File: src/rtl/router_pkt_tx.sv
// Packet source for the 3-port router ingress: buffers a commanded payload, then
// frames it as header, payload beats and a trailing (optionally corrupted) parity beat.
module router_pkt_tx #(
  parameter int DATA_W  = 8,
  parameter int ADDR_W  = 2,
  parameter int MAX_LEN = 16
) (
  input  logic                     clock,
  input  logic                     reset,
  input  logic                     cmd_valid,
  output logic                     cmd_ready,
  input  logic [ADDR_W-1:0]        cmd_addr,
  input  logic [DATA_W-ADDR_W-1:0] cmd_len,
  input  logic                     cmd_bad_par,
  output logic                     cmd_err,
  input  logic                     pl_valid,
  input  logic [DATA_W-1:0]        pl_data,
  output logic                     pl_ready,
  output logic [DATA_W-1:0]        data_out,
  output logic                     pkt_valid,
  input  logic                     busy,
  output logic                     tx_active,
  output logic                     pkt_sent
);

  localparam int LEN_W = DATA_W - ADDR_W;
  localparam int IDX_W = (MAX_LEN > 1) ? $clog2(MAX_LEN) : 1;
  localparam logic [LEN_W-1:0] MAX_LEN_L = LEN_W'(MAX_LEN);
  localparam logic [LEN_W-1:0] ONE_L     = LEN_W'(1);
  localparam logic [LEN_W-1:0] ZERO_L    = LEN_W'(0);

  typedef enum logic [2:0] {
    S_IDLE    = 3'd0,
    S_LOAD    = 3'd1,
    S_HEADER  = 3'd2,
    S_PAYLOAD = 3'd3,
    S_PARITY  = 3'd4,
    S_GAP     = 3'd5
  } state_t;

  function automatic logic [DATA_W-1:0] par_fold(input logic [DATA_W-1:0] acc,
                                                 input logic [DATA_W-1:0] beat);
    return acc ^ beat;
  endfunction

  state_t             r_state, w_state_nxt;
  logic [ADDR_W-1:0]  r_addr, w_addr_nxt;
  logic [LEN_W-1:0]   r_len, w_len_nxt;
  logic               r_bad_par, w_bad_par_nxt;
  logic [LEN_W-1:0]   r_wr_cnt, w_wr_cnt_nxt;
  logic [LEN_W-1:0]   r_rd_cnt, w_rd_cnt_nxt;
  logic [DATA_W-1:0]  r_parity, w_parity_nxt;
  logic [DATA_W-1:0]  r_data_out, w_data_out_nxt;
  logic               r_pkt_valid, w_pkt_valid_nxt;
  logic               r_cmd_err, w_cmd_err_nxt;
  logic               r_pkt_sent, w_pkt_sent_nxt;
  logic               r_tx_active;
  logic [DATA_W-1:0]  r_buf [MAX_LEN];

  logic               w_cmd_fire, w_pl_fire, w_len_ok;
  logic [LEN_W-1:0]   w_wr_inc, w_rd_inc;
  logic [DATA_W-1:0]  w_par_acc;

  // Handshake readies drop in the reset cycle so nothing is accepted while reset is high.
  assign cmd_ready  = (r_state == S_IDLE) && !reset;
  assign pl_ready   = (r_state == S_LOAD) && !reset;
  assign w_cmd_fire = cmd_valid && cmd_ready;
  assign w_pl_fire  = pl_valid && pl_ready;
  assign w_len_ok   = (cmd_len != ZERO_L) && (cmd_len <= MAX_LEN_L);
  assign w_wr_inc   = r_wr_cnt + ONE_L;
  assign w_rd_inc   = r_rd_cnt + ONE_L;
  assign w_par_acc  = par_fold(r_parity, r_data_out);

  assign data_out  = r_data_out;
  assign pkt_valid = r_pkt_valid;
  assign cmd_err   = r_cmd_err;
  assign pkt_sent  = r_pkt_sent;
  assign tx_active = r_tx_active;

  // Next-state and next-output decode; a wire beat advances only when busy is low.
  always_comb begin
    w_state_nxt     = r_state;
    w_addr_nxt      = r_addr;
    w_len_nxt       = r_len;
    w_bad_par_nxt   = r_bad_par;
    w_wr_cnt_nxt    = r_wr_cnt;
    w_rd_cnt_nxt    = r_rd_cnt;
    w_parity_nxt    = r_parity;
    w_data_out_nxt  = r_data_out;
    w_pkt_valid_nxt = r_pkt_valid;
    w_cmd_err_nxt   = 1'b0;
    w_pkt_sent_nxt  = 1'b0;
    case (r_state)
      S_IDLE: begin
        w_data_out_nxt  = {DATA_W{1'b0}};
        w_pkt_valid_nxt = 1'b0;
        if (w_cmd_fire && w_len_ok) begin
          w_addr_nxt    = cmd_addr;
          w_len_nxt     = cmd_len;
          w_bad_par_nxt = cmd_bad_par;
          w_wr_cnt_nxt  = ZERO_L;
          w_state_nxt   = S_LOAD;
        end else if (w_cmd_fire) begin
          w_cmd_err_nxt = 1'b1;
        end else begin
          w_state_nxt = S_IDLE;
        end
      end
      S_LOAD: begin
        if (w_pl_fire) begin
          w_wr_cnt_nxt = w_wr_inc;
          if (w_wr_inc == r_len) begin
            w_data_out_nxt  = {r_len, r_addr};
            w_pkt_valid_nxt = 1'b1;
            w_state_nxt     = S_HEADER;
          end else begin
            w_state_nxt = S_LOAD;
          end
        end else begin
          w_state_nxt = S_LOAD;
        end
      end
      S_HEADER: begin
        if (!busy) begin
          w_parity_nxt   = r_data_out;
          w_rd_cnt_nxt   = ZERO_L;
          w_data_out_nxt = r_buf[{IDX_W{1'b0}}];
          w_state_nxt    = S_PAYLOAD;
        end else begin
          w_state_nxt = S_HEADER;
        end
      end
      S_PAYLOAD: begin
        if (!busy) begin
          w_parity_nxt = w_par_acc;
          w_rd_cnt_nxt = w_rd_inc;
          if (w_rd_inc == r_len) begin
            w_data_out_nxt  = w_par_acc ^ {DATA_W{r_bad_par}};
            w_pkt_valid_nxt = 1'b0;
            w_state_nxt     = S_PARITY;
          end else begin
            w_data_out_nxt = r_buf[w_rd_inc[IDX_W-1:0]];
          end
        end else begin
          w_state_nxt = S_PAYLOAD;
        end
      end
      S_PARITY: begin
        if (!busy) begin
          w_pkt_sent_nxt = 1'b1;
          w_data_out_nxt = {DATA_W{1'b0}};
          w_state_nxt    = S_GAP;
        end else begin
          w_state_nxt = S_PARITY;
        end
      end
      S_GAP: begin
        w_state_nxt = S_IDLE;
      end
      default: begin
        w_state_nxt     = S_IDLE;
        w_data_out_nxt  = {DATA_W{1'b0}};
        w_pkt_valid_nxt = 1'b0;
      end
    endcase
  end

  // State, counters, parity accumulator and registered outputs.
  always_ff @(posedge clock) begin
    if (reset) begin
      r_state     <= S_IDLE;
      r_addr      <= {ADDR_W{1'b0}};
      r_len       <= ZERO_L;
      r_bad_par   <= 1'b0;
      r_wr_cnt    <= ZERO_L;
      r_rd_cnt    <= ZERO_L;
      r_parity    <= {DATA_W{1'b0}};
      r_data_out  <= {DATA_W{1'b0}};
      r_pkt_valid <= 1'b0;
      r_cmd_err   <= 1'b0;
      r_pkt_sent  <= 1'b0;
      r_tx_active <= 1'b0;
    end else begin
      r_state     <= w_state_nxt;
      r_addr      <= w_addr_nxt;
      r_len       <= w_len_nxt;
      r_bad_par   <= w_bad_par_nxt;
      r_wr_cnt    <= w_wr_cnt_nxt;
      r_rd_cnt    <= w_rd_cnt_nxt;
      r_parity    <= w_parity_nxt;
      r_data_out  <= w_data_out_nxt;
      r_pkt_valid <= w_pkt_valid_nxt;
      r_cmd_err   <= w_cmd_err_nxt;
      r_pkt_sent  <= w_pkt_sent_nxt;
      r_tx_active <= (w_state_nxt != S_IDLE);
    end
  end

  // Payload buffer; contents are left untouched by reset.
  always_ff @(posedge clock) begin
    if (w_pl_fire) begin
      r_buf[r_wr_cnt[IDX_W-1:0]] <= pl_data;
    end
  end

endmodule

File: config.mk
export PLATFORM = sky130hd
export DESIGN_NAME = router_pkt_tx
export DESIGN_NICKNAME = d
export VERILOG_FILES = /design/src/rtl/router_pkt_tx.sv
export SDC_FILE = /design/constraint.sdc
export NUM_CORES = 1
export LEC_CHECK = 0
export CAP_MARGIN = 15
export CORE_UTILIZATION = 60
export DETAILED_ROUTE_END_ITERATION = 10
export PLACE_DENSITY = 0.79
export SLEW_MARGIN = 20
export SYNTH_ARGS = -nofsm -noshare
export SYNTH_HDL_FRONTEND = slang
export SYNTH_SLANG_ARGS = --single-unit
export TNS_END_PERCENT = 100
File: constraint.sdc
create_clock -name clock -period 3.8 [get_ports clock]
set_clock_uncertainty 0.2 [all_clocks]
set_input_delay 1.14 -clock clock [delete_from_list [all_inputs] [get_ports clock]]
set_output_delay 1.14 -clock clock [all_outputs]
set_load 0.02 [all_outputs]
# After elaboration in Yosys (flattened, before gate mapping)
# Memory sizes are Yosys's and may differ from the RTL's.
# Cells that the tools add are included.
# op_classes
addsub	2
n_lt_le_gt_ge	1
eq_ne	14
n_mux	34
bitwise_logic	6
n_reduce_logical	20
# op_table
cell	count
two-way mux 8 bit	8
one-hot mux 8 bit (5 select lines)	1
two-way mux 6 bit	4
one-hot mux 6 bit (2 select lines)	2
one-hot mux 8 bit (2 select lines)	1
XOR 8 bit	2
two-way mux 3 bit	5
one-hot mux 3 bit (5 select lines)	1
adder 6 x 1 -> 6 bit (second input constant)	2
== test 6 bit	2
two-way mux 1 bit	10
inequality test 2 bit (second input constant)	5
== test 3 x 2 -> 1 bit (second input constant)	2
== test 3 bit (second input constant)	2
<= comparator 6 x 5 -> 1 bit (second input constant)	1
logical AND 1 bit	6
AND reduction 3 bit	2
AND reduction 6 bit	1
nonzero test 6 bit	1
OR reduction 3 bit	2
AND reduction 5 bit	1
inequality test 2 x 1 -> 1 bit (second input constant)	2
inverter 1 bit	4
nonzero test 2 bit	2
other kinds (8)	8
# totals
ff_bits	44
mem_bits_rw	128
in_bits	22
output_inout_bits	14
wordCells	90
mem_count	1
# mem_list
name	depth	word_bits	rd	rd_clocked_by_memory_dff	write_ports	line_no	text
r_buf	16	8	2	0	1	58	logic [DATA_W-1:0] r_buf [MAX_LEN];

# Longest topological paths before layout
# depth
depth_word	7
ltp_mapped	9
depth_no_buf	7

# Least setup slack after synthesis
# No wires, ideal clock.
# synth_path
path_type	input-to-reg
startpoint	in reset
endpoint	mem r_buf[0][0] (enable)
setup_time_ps	383
arrival_time_ps	2969
required_ps	3217
slack_ps	248
stages	6
n_path_buf	2
cell_sequence	clkbuf_1 -> nor4b_4 -> and2_4 -> clkbuf_1 -> nand2_1 -> nor3_1
# synth_between
elab_chain_len	5
# synth_lines
element	line_no	text
start: declaration	9	input logic reset,
zero test 1 bit	66	assign pl_ready = (r_state == S_LOAD) && !reset;
logical AND 1 bit	66	
net pl_ready	18	output logic pl_ready,
logical AND 1 bit	68	assign w_pl_fire = pl_valid && pl_ready;
two-way mux 1 bit	201	if (w_pl_fire) begin
two-way mux 1 bit (implied by the code)	202	r_buf[r_wr_cnt[IDX_W-1:0]] <= pl_data;
end: declaration	58	
# The timed path passes the listed nets, and every way through them passes these cells.

# Worst setup path in the final report
# layout_path
startpoint	in reset
endpoint	out pl_ready
# layout_between
elab_chain_len	2
# layout_lines
element	line_no
zero test 1 bit	66
logical AND 1 bit	66
end: declaration	18
# No other way between the ends.

==> impl_results.rst <==
.. list-table::
   :header-rows: 1

   * - Metric
     - Value
   * - Status
     - finished clean
   * - Post-route standard cell area excluding fillers
     - 9070 µm²
   * - Area grow syn2layout
     - 16.1%
   * - Worst relative slew slack
     - 44.1%
   * - Post-Synthesis Cells
     - 575
   * - Via count of the first global-routing pass
     - 4,916
   * - Share of the clock period used by the worst path
     - 96.2%
   * - Worst Tran Pin Value
     - 0.839 ns
   * - Area of the die
     - 13,500 µm²
   * - Final routed DRC violation total
     - 0
   * - IR Drop Worst-Case VDD
     - 0.473 mV
   * - I/O Buffers
     - 35
   * - Count of hold-fix buffers inserted at cts
     - 0
   * - Final weighted congestion in routability-driven placement
     - 0.901
   * - First-pass GRT wire length
     - 27.1 mm
   * - Routed via count divided by cell count
     - 6.22
   * - Ys flop type
     - sky130_fd_sc_hd__edfxtp_1
   * - Wirelength, routed
     - 17.3 mm
   * - Clock input transition at the sequential cells of the worst setup and hold paths
     - 0.07 ns
   * - Most common library cell in the layout ignoring fill and taps
     - sky130_fd_sc_hd__edfxtp_1
   * - Antenna violations before repair
     - 0
   * - Post-CTS Setup Bufs
     - 0
   * - Number of standard cells in the layout, taps in and fillers out
     - 804
   * - Core area
     - 12,700 µm²
   * - Fmax
     - 274 MHz
   * - Cell chosen for the clock root
     - sky130_fd_sc_hd__clkbuf_16
   * - Power consumption
     - 4.03 mW
   * - Clock tree sinks
     - 172
   * - Shortest clock period the worst path allows after layout
     - 3.66 ns
   * - Half-perimeter wire length after detailed placement
     - 11.6 mm
   * - Cell area after placement
     - 8420 µm²
   * - Flip-flop and latch count after synthesis
     - 172
   * - Clock latency reported for the late side of the worst-skew pair
     - 0.43 ns
   * - Most frequent cells in the layout
     - sky130_fd_sc_hd__edfxtp_1 (128), sky130_fd_sc_hd__nor2_1 (60), sky130_fd_sc_hd__dfxtp_1 (43), sky130_fd_sc_hd__clkdlybuf4s50_1 (33), sky130_fd_sc_hd__mux4_2 (32)
   * - Gr usage total
     - 28.5%
   * - Io pins
     - 36
   * - Number of diodes added for antenna fixing
     - 0
   * - Share of layout cells above drive strength 1
     - 17.7%
   * - Worst hold-check slack
     - 0.305 ns
   * - Cell Pwr Density
     - 445 nW/µm²
   * - Maximum number of pins on one net before global-route repair
     - 42
   * - Static Leakage
     - 2.91 nW
   * - Share of flip-flops with an asynchronous set or reset after synthesis
     - 0%
   * - Synthesized area per cell
     - 13.6 µm²
   * - CTS tree
     - yes
   * - Crit start category
     - input pin
   * - Slowest stage cell on the critical path
     - sky130_fd_sc_hd__clkdlybuf4s50_1
   * - Worst hold-check path type
     - reg -> reg
   * - Vertical die dimension
     - 116 µm
   * - Nets
     - 646
   * - Final max-slew violation count
     - 0
   * - Detailed router's first-iteration violation count
     - 539
   * - Number of buffers on the longest clock path
     - 2
   * - Maximum Capacitance Violations
     - 0
   * - Critical-path maximum fanout
     - 4
   * - Starting utilization of the core area
     - 61.7%
   * - Post-synthesis sequential area ratio
     - 60.5%
   * - Data arrival time of the critical path
     - 2.32 ns
   * - Antenna-violating nets left
     - 0
   * - Placed Instances
     - 772
   * - Count of unique library cells instantiated by Yosys
     - 61
   * - Synthesized netlist net count
     - 602
   * - Inserted Clock Buffers
     - 17
   * - Average routed wire per standard cell
     - 21.5 µm
   * - Fin util
     - 71.6%
   * - Overflow left after global routing
     - 0
   * - Total via count in the routed design
     - 4,999
   * - Yosys warns
     - 0
   * - Crit path required time
     - 2.46 ns
   * - Cell-by-cell listing of the critical path
     - clkdlybuf4s50_1 -> nor4b_4 -> dlygate4sd2_1
   * - Number of endpoints with negative hold slack in the final report
     - 0
   * - WS Path Type
     - in -> out
   * - Count of flip-flops with a built-in enable after synthesis
     - 128
   * - Rows
     - 41
   * - TritonRoute pass-1 iters
     - 5
   * - Slowest stage delay, CP
     - 0.48 ns
   * - Worst Setup End Kind
     - output port
   * - Deepest level of the CTS H-tree
     - 4
   * - Total of cells resized after clock tree synthesis
     - 2
   * - Horizontal die dimension
     - 116 µm
   * - Setup repair after global routing missed its margin
     - false
   * - Post-Synthesis Cell Area
     - 7810 µm²
   * - Number of endpoints failing setup at the final stage
     - 0
## state kept, by name (all words and copies together) (netlist names)
name       flops
r_wr_cnt       6
r_parity       8
r_addr         2
r_bad_par      1
cmd_err        1
pkt_sent       1
pkt_valid      1
r_rd_cnt       6
tx_active      1
data_out       8
r_len          6
r_buf        128
r_state        3
## per-stage QoR
stage	TNS, ns	setup slack (ns)
finish	0	0.145
floorplan	0	0.248
CTS	0	0.128
global route	0	0.0901
global placement	-0.247	-0.161
detailed placement	-0.321	-0.163
## kinds of logic after synthesis
logic type	after synthesis	synth area share [%]
compound gates	116	10.8
mux	48	11.3
simple gates	155	10.6
fa+ha+maj	5	0.801
xor+xnor	31	3.47
flops	172	60.5
buf+inv	48	2.56
## report_power, final
group	total (mW)	switching, mW	internal (mW)
clock	1.91	0.732	1.18
combinational	0.0967	0.0592	0.0375
sequential	2.02	0.00562	2.02
## layout make-up
class	count	area, µm²
well taps	172	215
repair buffers	60	536
clock inverters	14	226
clock buffers	18	429
inverters	13	48.8
multi-input cells	355	2890
flip-flops and latches	172	4730
fillers	831	3600
## critical path: cells and delay by family
family,cells,cell delay [ns]
buffers and inverters,2,0.86
AND/OR/NAND/NOR,1,0.31
## synth_stat cells (2+ instances only)
library cell                  n  area (µm²)
sky130_fd_sc_hd__a2111oi_0    2        17.5
sky130_fd_sc_hd__a211oi_1     2        15.0
sky130_fd_sc_hd__a21boi_0    18         135
sky130_fd_sc_hd__a21o_1      10        75.1
sky130_fd_sc_hd__a21oi_1     23         115
sky130_fd_sc_hd__a22oi_1     17         128
sky130_fd_sc_hd__a31o_2       9        78.8
sky130_fd_sc_hd__and3_1       2        12.5
sky130_fd_sc_hd__and3b_1      2        17.5
sky130_fd_sc_hd__buf_2        6        30.0
sky130_fd_sc_hd__clkbuf_1    25        93.8
sky130_fd_sc_hd__dfxtp_1     44         881
sky130_fd_sc_hd__edfxtp_1   128        3840
sky130_fd_sc_hd__ha_1         5        62.6
sky130_fd_sc_hd__inv_1       13        48.8
sky130_fd_sc_hd__mux2i_1     16         160
sky130_fd_sc_hd__mux4_2      32         721
sky130_fd_sc_hd__nand2_1     15        56.3
sky130_fd_sc_hd__nand2b_1     4        25.0
sky130_fd_sc_hd__nand3_1      5        25.0
sky130_fd_sc_hd__nand3b_1     4        30.0
sky130_fd_sc_hd__nand4_1      2        12.5
sky130_fd_sc_hd__nor2_1      60         225
sky130_fd_sc_hd__nor2b_1     21         131
sky130_fd_sc_hd__nor3_1      10        50.1
sky130_fd_sc_hd__nor3b_1      2        15.0
sky130_fd_sc_hd__nor4_1       3        18.8
sky130_fd_sc_hd__o21ai_0     12        60.1
sky130_fd_sc_hd__o21ai_1      2        10.0
sky130_fd_sc_hd__o32ai_1      8        70.1
sky130_fd_sc_hd__or2_2        3        18.8
sky130_fd_sc_hd__or3_1        3        18.8
sky130_fd_sc_hd__or4_1       10        75.1
sky130_fd_sc_hd__xnor2_1     24         210
sky130_fd_sc_hd__xor2_1       7        61.3
## per-layer routing
layer	vias up	part of all wire, %	GRT usage (%)
met2	215	49	45.9
li1	2291	-	-
met1	2446	41	36.3
met4	0	3.5	12.6
met5	-	0	0
met3	47	6.2	7.84
## worst paths after layout
check              start           to  slack, ns  cells after the start
max                reset     pl_ready       0.14                      3
min          r_rd_cnt[5]  r_rd_cnt[5]       0.30                      2
max reg2reg  r_rd_cnt[1]  data_out[3]       0.70                      7
min reg2reg  r_rd_cnt[5]  r_rd_cnt[5]       0.30                      2
Note: power is estimated with default switching activity, not from simulation.
